==> src/rtl/tile_prog_sequencer.sv <==
// Tile program sequencer: walks a tile from run mode through dead-time, settle,
// gate and drain pulses, recovery and back, with abort and row-range checking.
module tile_prog_sequencer #(
    parameter int unsigned SETTLE   = 8,
    parameter int unsigned NUM_ROWS = 20
) (
    input  logic        clk,
    input  logic        rst,
    input  logic        cmd_valid,
    output logic        cmd_ready,
    input  logic [4:0]  cmd_drain,
    input  logic [1:0]  cmd_gate,
    input  logic [15:0] cmd_len,
    input  logic        cmd_last,
    input  logic        abort,
    output logic [4:0]  drain_b,
    output logic [1:0]  gate_b,
    output logic        drain_en,
    output logic        gate_en,
    output logic        prog,
    output logic        run,
    output logic        done,
    output logic        err
);

    typedef enum logic [2:0] {
        R_IDLE, DEAD_IN, SETUP, GATE_ON, PULSE, RECOVER, P_IDLE, DEAD_OUT
    } state_t;

    localparam logic [15:0] SETTLE_LOAD = 16'(SETTLE - 1);
    localparam logic [5:0]  ROW_LIMIT   = 6'(NUM_ROWS);

    state_t      state, state_nxt;
    logic [15:0] cnt, cnt_nxt;
    logic [4:0]  drain_q, drain_nxt;
    logic [1:0]  gate_q, gate_nxt;
    logic [15:0] len_q, len_nxt;
    logic        last_q, last_nxt;
    logic        aborted, aborted_nxt;
    logic        accept;
    logic        run_nxt, prog_nxt, ready_nxt, gate_en_nxt, drain_en_nxt;
    logic        addr_on, done_nxt, err_nxt;

    assign accept = cmd_valid & cmd_ready;

    always_comb begin
        state_nxt   = state;
        cnt_nxt     = cnt;
        drain_nxt   = drain_q;
        gate_nxt    = gate_q;
        len_nxt     = len_q;
        last_nxt    = last_q;
        aborted_nxt = aborted;
        err_nxt     = 1'b0;

        case (state)
            R_IDLE, P_IDLE: begin
                if (accept) begin
                    if ({1'b0, cmd_drain} < ROW_LIMIT) begin
                        drain_nxt   = cmd_drain;
                        gate_nxt    = cmd_gate;
                        len_nxt     = cmd_len;
                        last_nxt    = cmd_last;
                        aborted_nxt = 1'b0;
                        if (state == R_IDLE) begin
                            state_nxt = DEAD_IN;
                        end else begin
                            state_nxt = SETUP;
                            cnt_nxt   = SETTLE_LOAD;
                        end
                    end else begin
                        err_nxt = 1'b1;
                    end
                end
            end
            DEAD_IN: begin
                state_nxt = SETUP;
                cnt_nxt   = SETTLE_LOAD;
            end
            SETUP, GATE_ON, PULSE: begin
                if (abort) begin
                    state_nxt   = RECOVER;
                    cnt_nxt     = SETTLE_LOAD;
                    aborted_nxt = 1'b1;
                    err_nxt     = 1'b1;
                end else if (cnt != 16'd0) begin
                    cnt_nxt = cnt - 16'd1;
                end else begin
                    case (state)
                        SETUP: begin
                            state_nxt = GATE_ON;
                            cnt_nxt   = SETTLE_LOAD;
                        end
                        GATE_ON: begin
                            // zero length is stretched to a single pulse cycle
                            state_nxt = PULSE;
                            cnt_nxt   = (len_q == 16'd0) ? 16'd0 : len_q - 16'd1;
                        end
                        default: begin
                            state_nxt = RECOVER;
                            cnt_nxt   = SETTLE_LOAD;
                        end
                    endcase
                end
            end
            RECOVER: begin
                if (cnt != 16'd0) begin
                    cnt_nxt = cnt - 16'd1;
                end else begin
                    state_nxt = (last_q || aborted) ? DEAD_OUT : P_IDLE;
                end
            end
            DEAD_OUT: begin
                state_nxt   = R_IDLE;
                aborted_nxt = 1'b0;
            end
            default: begin
                state_nxt = R_IDLE;
                cnt_nxt   = '0;
            end
        endcase

        // outputs are decoded from the next state so they register alongside it
        run_nxt      = (state_nxt == R_IDLE);
        prog_nxt     = state_nxt inside {SETUP, GATE_ON, PULSE, RECOVER, P_IDLE};
        ready_nxt    = (state_nxt == R_IDLE) || (state_nxt == P_IDLE);
        gate_en_nxt  = (state_nxt == GATE_ON) || (state_nxt == PULSE);
        drain_en_nxt = (state_nxt == PULSE);
        addr_on      = state_nxt inside {SETUP, GATE_ON, PULSE, RECOVER};
        done_nxt     = (state_nxt == RECOVER) && (cnt_nxt == 16'd0) && !aborted_nxt;
    end

    always_ff @(posedge clk) begin
        if (rst) begin
            state     <= R_IDLE;
            cnt       <= '0;
            drain_q   <= '0;
            gate_q    <= '0;
            len_q     <= '0;
            last_q    <= 1'b0;
            aborted   <= 1'b0;
            run       <= 1'b1;
            prog      <= 1'b0;
            cmd_ready <= 1'b1;
            gate_en   <= 1'b0;
            drain_en  <= 1'b0;
            drain_b   <= '0;
            gate_b    <= '0;
            done      <= 1'b0;
            err       <= 1'b0;
        end else begin
            state     <= state_nxt;
            cnt       <= cnt_nxt;
            drain_q   <= drain_nxt;
            gate_q    <= gate_nxt;
            len_q     <= len_nxt;
            last_q    <= last_nxt;
            aborted   <= aborted_nxt;
            run       <= run_nxt;
            prog      <= prog_nxt;
            cmd_ready <= ready_nxt;
            gate_en   <= gate_en_nxt;
            drain_en  <= drain_en_nxt;
            drain_b   <= addr_on ? drain_nxt : '0;
            gate_b    <= addr_on ? gate_nxt : '0;
            done      <= done_nxt;
            err       <= err_nxt;
        end
    end

endmodule

==> config.mk <==
export PLATFORM = sky130hd
export DESIGN_NAME = tile_prog_sequencer
export DESIGN_NICKNAME = d
export VERILOG_FILES = /design/src/rtl/tile_prog_sequencer.sv
export SDC_FILE = /design/constraint.sdc
export NUM_CORES = 1
export LEC_CHECK = 0
export BUFFER_PORTS_ARGS = -buffer_cell sky130_fd_sc_hd__buf_4
export CORE_UTILIZATION = 56
export CTS_CLUSTER_SIZE = 10
export DETAILED_ROUTE_END_ITERATION = 12
export PLACE_DENSITY_LB_ADDON = 0.05
export SETUP_SLACK_MARGIN = 0.4
export SYNTH_ARGS = -nofsm -noshare
export SYNTH_HDL_FRONTEND = slang
export SYNTH_SLANG_ARGS = --single-unit
==> constraint.sdc <==
create_clock -name clk -period 3 [get_ports clk]
set_input_delay 0.9 -clock clk [delete_from_list [all_inputs] [get_ports clk]]
set_output_delay 0.9 -clock clk [all_outputs]
set_load 0.005 [all_outputs]
==> results of run 1 <==
## power breakdown
group	switching [W]	internal [W]
clock	0.000351	0.000473
sequential	0.000145	0.000882
combinational	0.00108	0.000887
## flip-flops by register name (all words and copies together), names as in the netlist
| signal | cells |
|---|---|
| aborted | 1 |
| gate_en | 1 |
| state | 3 |
| run | 1 |
| drain_b | 5 |
| drain_en | 1 |
| cmd_ready | 1 |
| err | 1 |
| len_q | 16 |
| prog | 1 |
| gate_q | 2 |
| gate_b | 2 |
| last_q | 1 |
| done | 1 |
| drain_q | 5 |
| cnt | 16 |
## area by class of cell
class	count	area, sq um
Clock buffer	9	124
Clock inverter	7	101
Fill cell	443	1430
Inverter	11	41.3
Multi-Input combinational cell	311	2120
Sequential cell	58	1160
Tap cell	72	90.1
Timing Repair Buffer	65	500
## cell usage in the layout, fill, tap and decap left out, types with 3 or more instances in the layout
| cell | Yosys | final |
|---|---|---|
| a21o_1 | 4 | 4 |
| a21oi_1 | 20 | 18 |
| a22oi_1 | 3 | 3 |
| a31oi_1 | 5 | 5 |
| and2_1 | 12 | 12 |
| and3_1 | 3 | 3 |
| buf_4 | 1 | 64 |
| clkbuf_8 | 0 | 9 |
| dfxtp_1 | 58 | 57 |
| inv_1 | 11 | 11 |
| mux2i_1 | 22 | 22 |
| nand2_1 | 27 | 27 |
| nand2b_1 | 3 | 3 |
| nand3_1 | 7 | 7 |
| nand4_1 | 5 | 5 |
| nor2_1 | 59 | 58 |
| nor2b_1 | 8 | 7 |
| nor3_1 | 20 | 19 |
| nor3b_1 | 3 | 3 |
| nor4_1 | 7 | 4 |
| nor4_4 | 2 | 7 |
| o211ai_1 | 6 | 6 |
| o21ai_0 | 19 | 16 |
| o21ai_1 | 1 | 4 |
| o22ai_1 | 4 | 4 |
| o31ai_1 | 8 | 8 |
| or2_2 | 3 | 3 |
| or4_1 | 7 | 6 |
| xnor2_1 | 7 | 6 |
| xor2_1 | 5 | 5 |
## per-layer routing
layer	track usage	vias up	part of all wire
met5	0	-	0
met4	0.120	0	0.019
met3	0.0698	19	0.083
met2	0.461	174	0.45
met1	0.417	1533	0.45
li1	-	1577	-
## path summary, 6_finish.rpt
| path | endpoint | slack [ns] | cells past startpoint |
|---|---|---|---|
| worst max-delay path | done$_SDFF_PP0_ | 0.44 | 7 |
| worst min-delay path | drain_q[2]$_SDFF_PP0_ | 0.50 | 2 |
| worst max register to register | done$_SDFF_PP0_ | 0.44 | 7 |
| worst min register to register | drain_q[2]$_SDFF_PP0_ | 0.50 | 2 |
## logic make-up after synthesis
logic type,synth area share
xor gates and xnor gates,0.0320
adders and majority gates,0.00763
AOI/OAI and AO/OA,0.175
and+or+nand+nor,0.320
DFF,0.354
muxes,0.0671
buffers and inverters,0.0435
## tightest hold or removal path, cell delays in order (launching register included)
cell	delay, ns
dfxtp_1	0.31
o21ai_0	0.07
a21oi_1	0.07
## metrics by stage
step	cell area, sq um	power [W]	setup WS, ns	hold slack [ns]	util
finish	4140	0.00382	0.438	0.500	0.743
global route	4140	0.00405	0.333	0.519	0.743
CTS	4020	0.00361	0.404	0.496	0.721
detailed placement	3750	0.00273	0.141	0.478	0.672
global placement	3750	0.00272	0.161	0.470	0.672
floorplan	3300	0.00218	0.404	0.452	-
## what timing repair did
| action | 4_1_cts | 5_1_grt |
|---|---|---|
| cloned | 0 | 0 |
| endpoints found under the setup margin | 1 | 6 |
| resized for setup | 6 | 21 |
| pin swaps | 1 | 8 |
| hold buffers | 0 | 0 |
| setup buffers | 2 | 3 |
==> flow_summary.json, run 1 <==
{
  "synth_cells": 404,
  "diodes": 0,
  "tritoncts": "built",
  "vias": 3303,
  "io_buffers": 41,
  "clkSinkCount": 58,
  "start_kind": "register",
  "hp-class": "reg2reg",
  "vdd_drop_max_mv": 0.571,
  "yosysWarnings": 0,
  "synth_edf_count": 0,
  "cts-root-buf": "clkbuf_8",
  "insertion_delay_ns": 0.35,
  "ys_types": 59,
  "max_slew_margin": 0.619,
  "clkTransAtPathRegs_ns": 0.07,
  "yosysSeqAreaShare": 0.354,
  "finalSetupTns_ns": 0,
  "gr-usage-all-layers": 0.305,
  "wirelength_mm": 8.89,
  "cp_max_fo": 13,
  "yosysTopAreaCell": "dfxtp_1",
  "die-area_sq_um": 6170,
  "synthesis.nets": 434,
  "crit_path_end_kind": "register",
  "grt_overflow_total": 0,
  "startpoint": "state[2]$_SDFF_PP0_",
  "worstSetupPathType": "reg2reg",
  "num_rows": 27,
  "hold_viol_final": 0,
  "floorplan.die.height_microns": 78.5,
  "arrival_ns": 2.82,
  "worst_pin_slew_ns": 0.569,
  "path_buf_inv": 0,
  "timing.rr.start": "state[2]$_SDFF_PP0_",
  "first_global_vias": 3011,
  "nets": 486,
  "ys_ff_latch": 58,
  "initial_core_util": 0.588,
  "core_sq_um": 5570,
  "hold_start": "drain_q[2]$_SDFF_PP0_",
  "die_w_microns": 78.5,
  "place_congestion": 1.01,
  "rsz0062_at_grt": "true",
  "htree_levels": 3,
  "drive_gt1_frac": 0.252,
  "p_leak_nw": 1.72,
  "cp_top_family": "simple AND/OR/NAND/NOR gates",
  "area_delta_synth_final_pct": 26.4,
  "syn_area_per_cell_sq_um": 8.12,
  "syn_area_sq_um": 3280,
  "finalSetupViolCount": 0,
  "dr.pass1.iters": 5,
  "synthTopCellsByCount": "nor2_1, dfxtp_1, nand2_1, mux2i_1",
  "fmax_mhz": 390,
  "finalCritPeriodShare": 0.854,
  "post_drt_wl_per_cell_microns": 16.7,
  "cts_made_buffers": 9,
  "crit_required_ns": 3.25,
  "cp_cell_sequence": "or2_4, a2bb2oi_4, nor2_1, and3_1, a211o_1, or3_4, nor4_4",
  "ys_top_cells_by_area": "dfxtp_1, nor2_1, mux2i_1",
  "maxSlewViolCount": 0,
  "dp_hpwl_mm": 6.14,
  "crit_slowest_cell": "dfxtp_1",
  "max_cap_violations": 0,
  "instances_no_fill": 533,
  "grt_start_max_net_pins": 44,
  "powerDensity_nw_per_um2": 921,
  "grt_pass1_wl_mm": 14.6,
  "synth_ff_type": "dfxtp_1",
  "ant_nets": 0,
  "pin_count": 42,
  "drc": 0,
  "dp.cells": 512,
  "antenna_found_initial": 0,
  "synth_top_area_frac": 0.354,
  "clock_path_buffers": 2,
  "skew_ns": 0.0133,
  "viasPerCell": 6.20,
  "drt_iter0_drc": 384,
  "yosysMostFrequentCell": "nor2_1",
  "outcome": "finished, final reports clean",
  "fin_crit_ns": 2.56,
  "slowest_delay_ns": 0.65,
  "synthArstFlopShare": 0
}
No activity file was read; power rests on OpenSTA's default activity.
==> inputs of run 2 (changes only) <==
--- a/config.mk
+++ b/config.mk
@@ -6,7 +6,7 @@
 export NUM_CORES = 1
 export LEC_CHECK = 0
 export BUFFER_PORTS_ARGS = -buffer_cell sky130_fd_sc_hd__buf_4
-export CORE_UTILIZATION = 56
+export CORE_UTILIZATION = 30
 export CTS_CLUSTER_SIZE = 10
 export DETAILED_ROUTE_END_ITERATION = 12
 export PLACE_DENSITY_LB_ADDON = 0.05
==> constraint.sdc (replaced) <==
create_clock -name clk -period 3 [get_ports clk]
set_input_delay 0.3 -clock clk [delete_from_list [all_inputs] [get_ports clk]]
set_output_delay 0.3 -clock clk [all_outputs]
set_load 0.005 [all_outputs]
==> run 2 against run 1 <==
  * Non-clock buffer count grew 15
  * Clock power decreased by 21%
  * Worst hold slack got worse by 0.33 ns
  * Final cell count increased by 15%
  * Largest power group unchanged
  * Utilization shrank 33 points
  * First-iteration DRC count decreased by 66%
  * Final area up 3.9%
  * Clock-buffer cell count is the same
  * Sequential share of layout area fell by 0.86 points
  * Critical endpoint unchanged
  * Global-route usage down 13 points
==> flow_summary.json, run 2 (same netlist as run 1, synthesis figures left out) <==
{
  "fill_cells": 1139,
  "grt_start_max_net_pins": 44,
  "top_regs": "cnt (16), len_q (16)",
  "intPower_w": 0.00219,
  "worst_pin_slew_ns": 0.558,
  "num_rows": 37,
  "viasPerCell": 5.15,
  "cts_made_buffers": 9,
  "antenna_found_initial": 0,
  "hold_viol_final": 0,
  "first_global_vias": 2929,
  "gr-usage-all-layers": 0.176,
  "tritoncts": "built",
  "nets": 502,
  "preCtsSetupSlack_ns": 0.140,
  "arrival_ns": 2.76,
  "io_buffers": 41,
  "floorplan.die.height_microns": 107,
  "die_w_microns": 107,
  "drt_iter0_drc": 131,
  "vias": 3151,
  "power.share.clock": 0.172,
  "max_slew_margin": 0.626,
  "layout_common_cells": "buf_4, nor2_1, dfxtp_1",
  "vdd_drop_max_mv": 0.434,
  "area_delta_synth_final_pct": 31.3,
  "die-area_sq_um": 11400,
  "place_congestion": 0.838,
  "skew_ns": 0.0136,
  "initial_core_util": 0.313,
  "power.share.combinational": 0.557,
  "finalSetupViolCount": 0,
  "start_kind": "register",
  "powerDensity_nw_per_um2": 876,
  "grt_overflow_total": 0,
  "hp-class": "in2reg",
  "grt_pass1_wl_mm": 15.4,
  "pin_count": 42,
  "clock_path_buffers": 2,
  "core_sq_um": 10500,
  "crit_required_ns": 3.27,
  "rsz0062_at_grt": "false",
  "worstSetupPathType": "reg2reg",
  "p_leak_nw": 1.76,
  "drive_gt1_frac": 0.290,
  "fin_ws_ns": 0.504,
  "seqPwrFrac": 0.272,
  "fmax_mhz": 401,
  "diodes": 0,
  "drc": 0,
  "dp_hpwl_mm": 6.87,
  "layout_commonest_cell": "buf_4",
  "finalSetupTns_ns": 0,
  "cts-root-buf": "clkbuf_8",
  "clkTransAtPathRegs_ns": 0.07,
  "max_cap_violations": 0,
  "htree_levels": 3,
  "power_switching_w": 0.00158,
  "crit_path_end_kind": "register",
  "wirelength_mm": 9.55,
  "ant_nets": 0,
  "maxSlewViolCount": 0,
  "cp_max_fo": 4,
  "outcome": "finished, final reports clean",
  "swShare": 0.420,
  "clkSinkCount": 58,
  "finalCritPeriodShare": 0.832,
  "fin_crit_ns": 2.50,
  "insertion_delay_ns": 0.36,
  "post_drt_wl_per_cell_microns": 15.6,
  "dr.pass1.iters": 4
}
## run 2: path summary, 6_finish.rpt
path                            depth (start not counted)  slack (ns)                endpoint                   from
worst max-delay path                                   11        0.50         done$_SDFF_PP0_  len_q[0]$_SDFFE_PP0P_
worst min-delay path                                    3        0.17  len_q[12]$_SDFFE_PP0P_            cmd_len[12]
worst max register to register                         11        0.50         done$_SDFF_PP0_  len_q[0]$_SDFFE_PP0P_
worst min register to register                          2        0.49   drain_q[0]$_SDFF_PP0_  drain_q[0]$_SDFF_PP0_
## run 2: timing repair
action | in CTS | in global routing
pin swaps | 3 | 15
resized for setup | 8 | 34
cloned | 1 | 0
hold buffers | 0 | 0
endpoints found under the setup margin | 9 | 1
setup buffers | 6 | 11
## run 2: power groups by stage
stage | clock [W] | sequential, W | combinational (W)
after floorplan | 0 | 0.000971 | 0.00120
after global placement | 0 | 0.00103 | 0.00169
after detailed placement | 0 | 0.00103 | 0.00167
after CTS | 0.000669 | 0.00102 | 0.00187
after global routing | 0.000700 | 0.00105 | 0.00228
final | 0.000648 | 0.00103 | 0.00210
## run 2: layout make-up
type	instances	area (sq um)	area share
timing repair buffer	80	624	0.145
inverter	11	41.3	0.00959
multi-input combinational	312	2130	0.495
clock inverter	6	43.8	0.0102
sequential	58	1170	0.272
clock buffer	9	124	0.0288
tap	136	170	0.0395
## run 2: metal layers
metal | GRT usage | vias to the layer above | share of wire
met4 | 0.0626 | 0 | 0.017
met1 | 0.242 | 1436 | 0.49
met2 | 0.266 | 91 | 0.44
li1 | - | 1612 | -
met5 | 0 | - | 0
met3 | 0.0454 | 12 | 0.050
## run 2: worst max-delay path, cell delays in order (launching register included)
cell and delay, ns:
dfxtp_4 0.35, inv_2 0.06, ha_4 0.14, nor4b_4 0.23
buf_4 0.16, nand4b_1 0.13, xnor2_2 0.18, a21oi_2 0.15
nor3_1 0.07, a211o_1 0.29, or3_4 0.38, nor4_4 0.26
## run 2: stage by stage
stage	util	cell area, sq um	std cells	hold WS, ns	power, W
floorplan	-	3280	404	0.447	0.00217
global placement	0.367	3840	579	0.469	0.00272
detailed placement	0.367	3840	579	0.478	0.00270
CTS	0.391	4090	601	0.160	0.00356
global route	0.412	4310	612	0.163	0.00403
finish	0.412	4310	612	0.173	0.00377
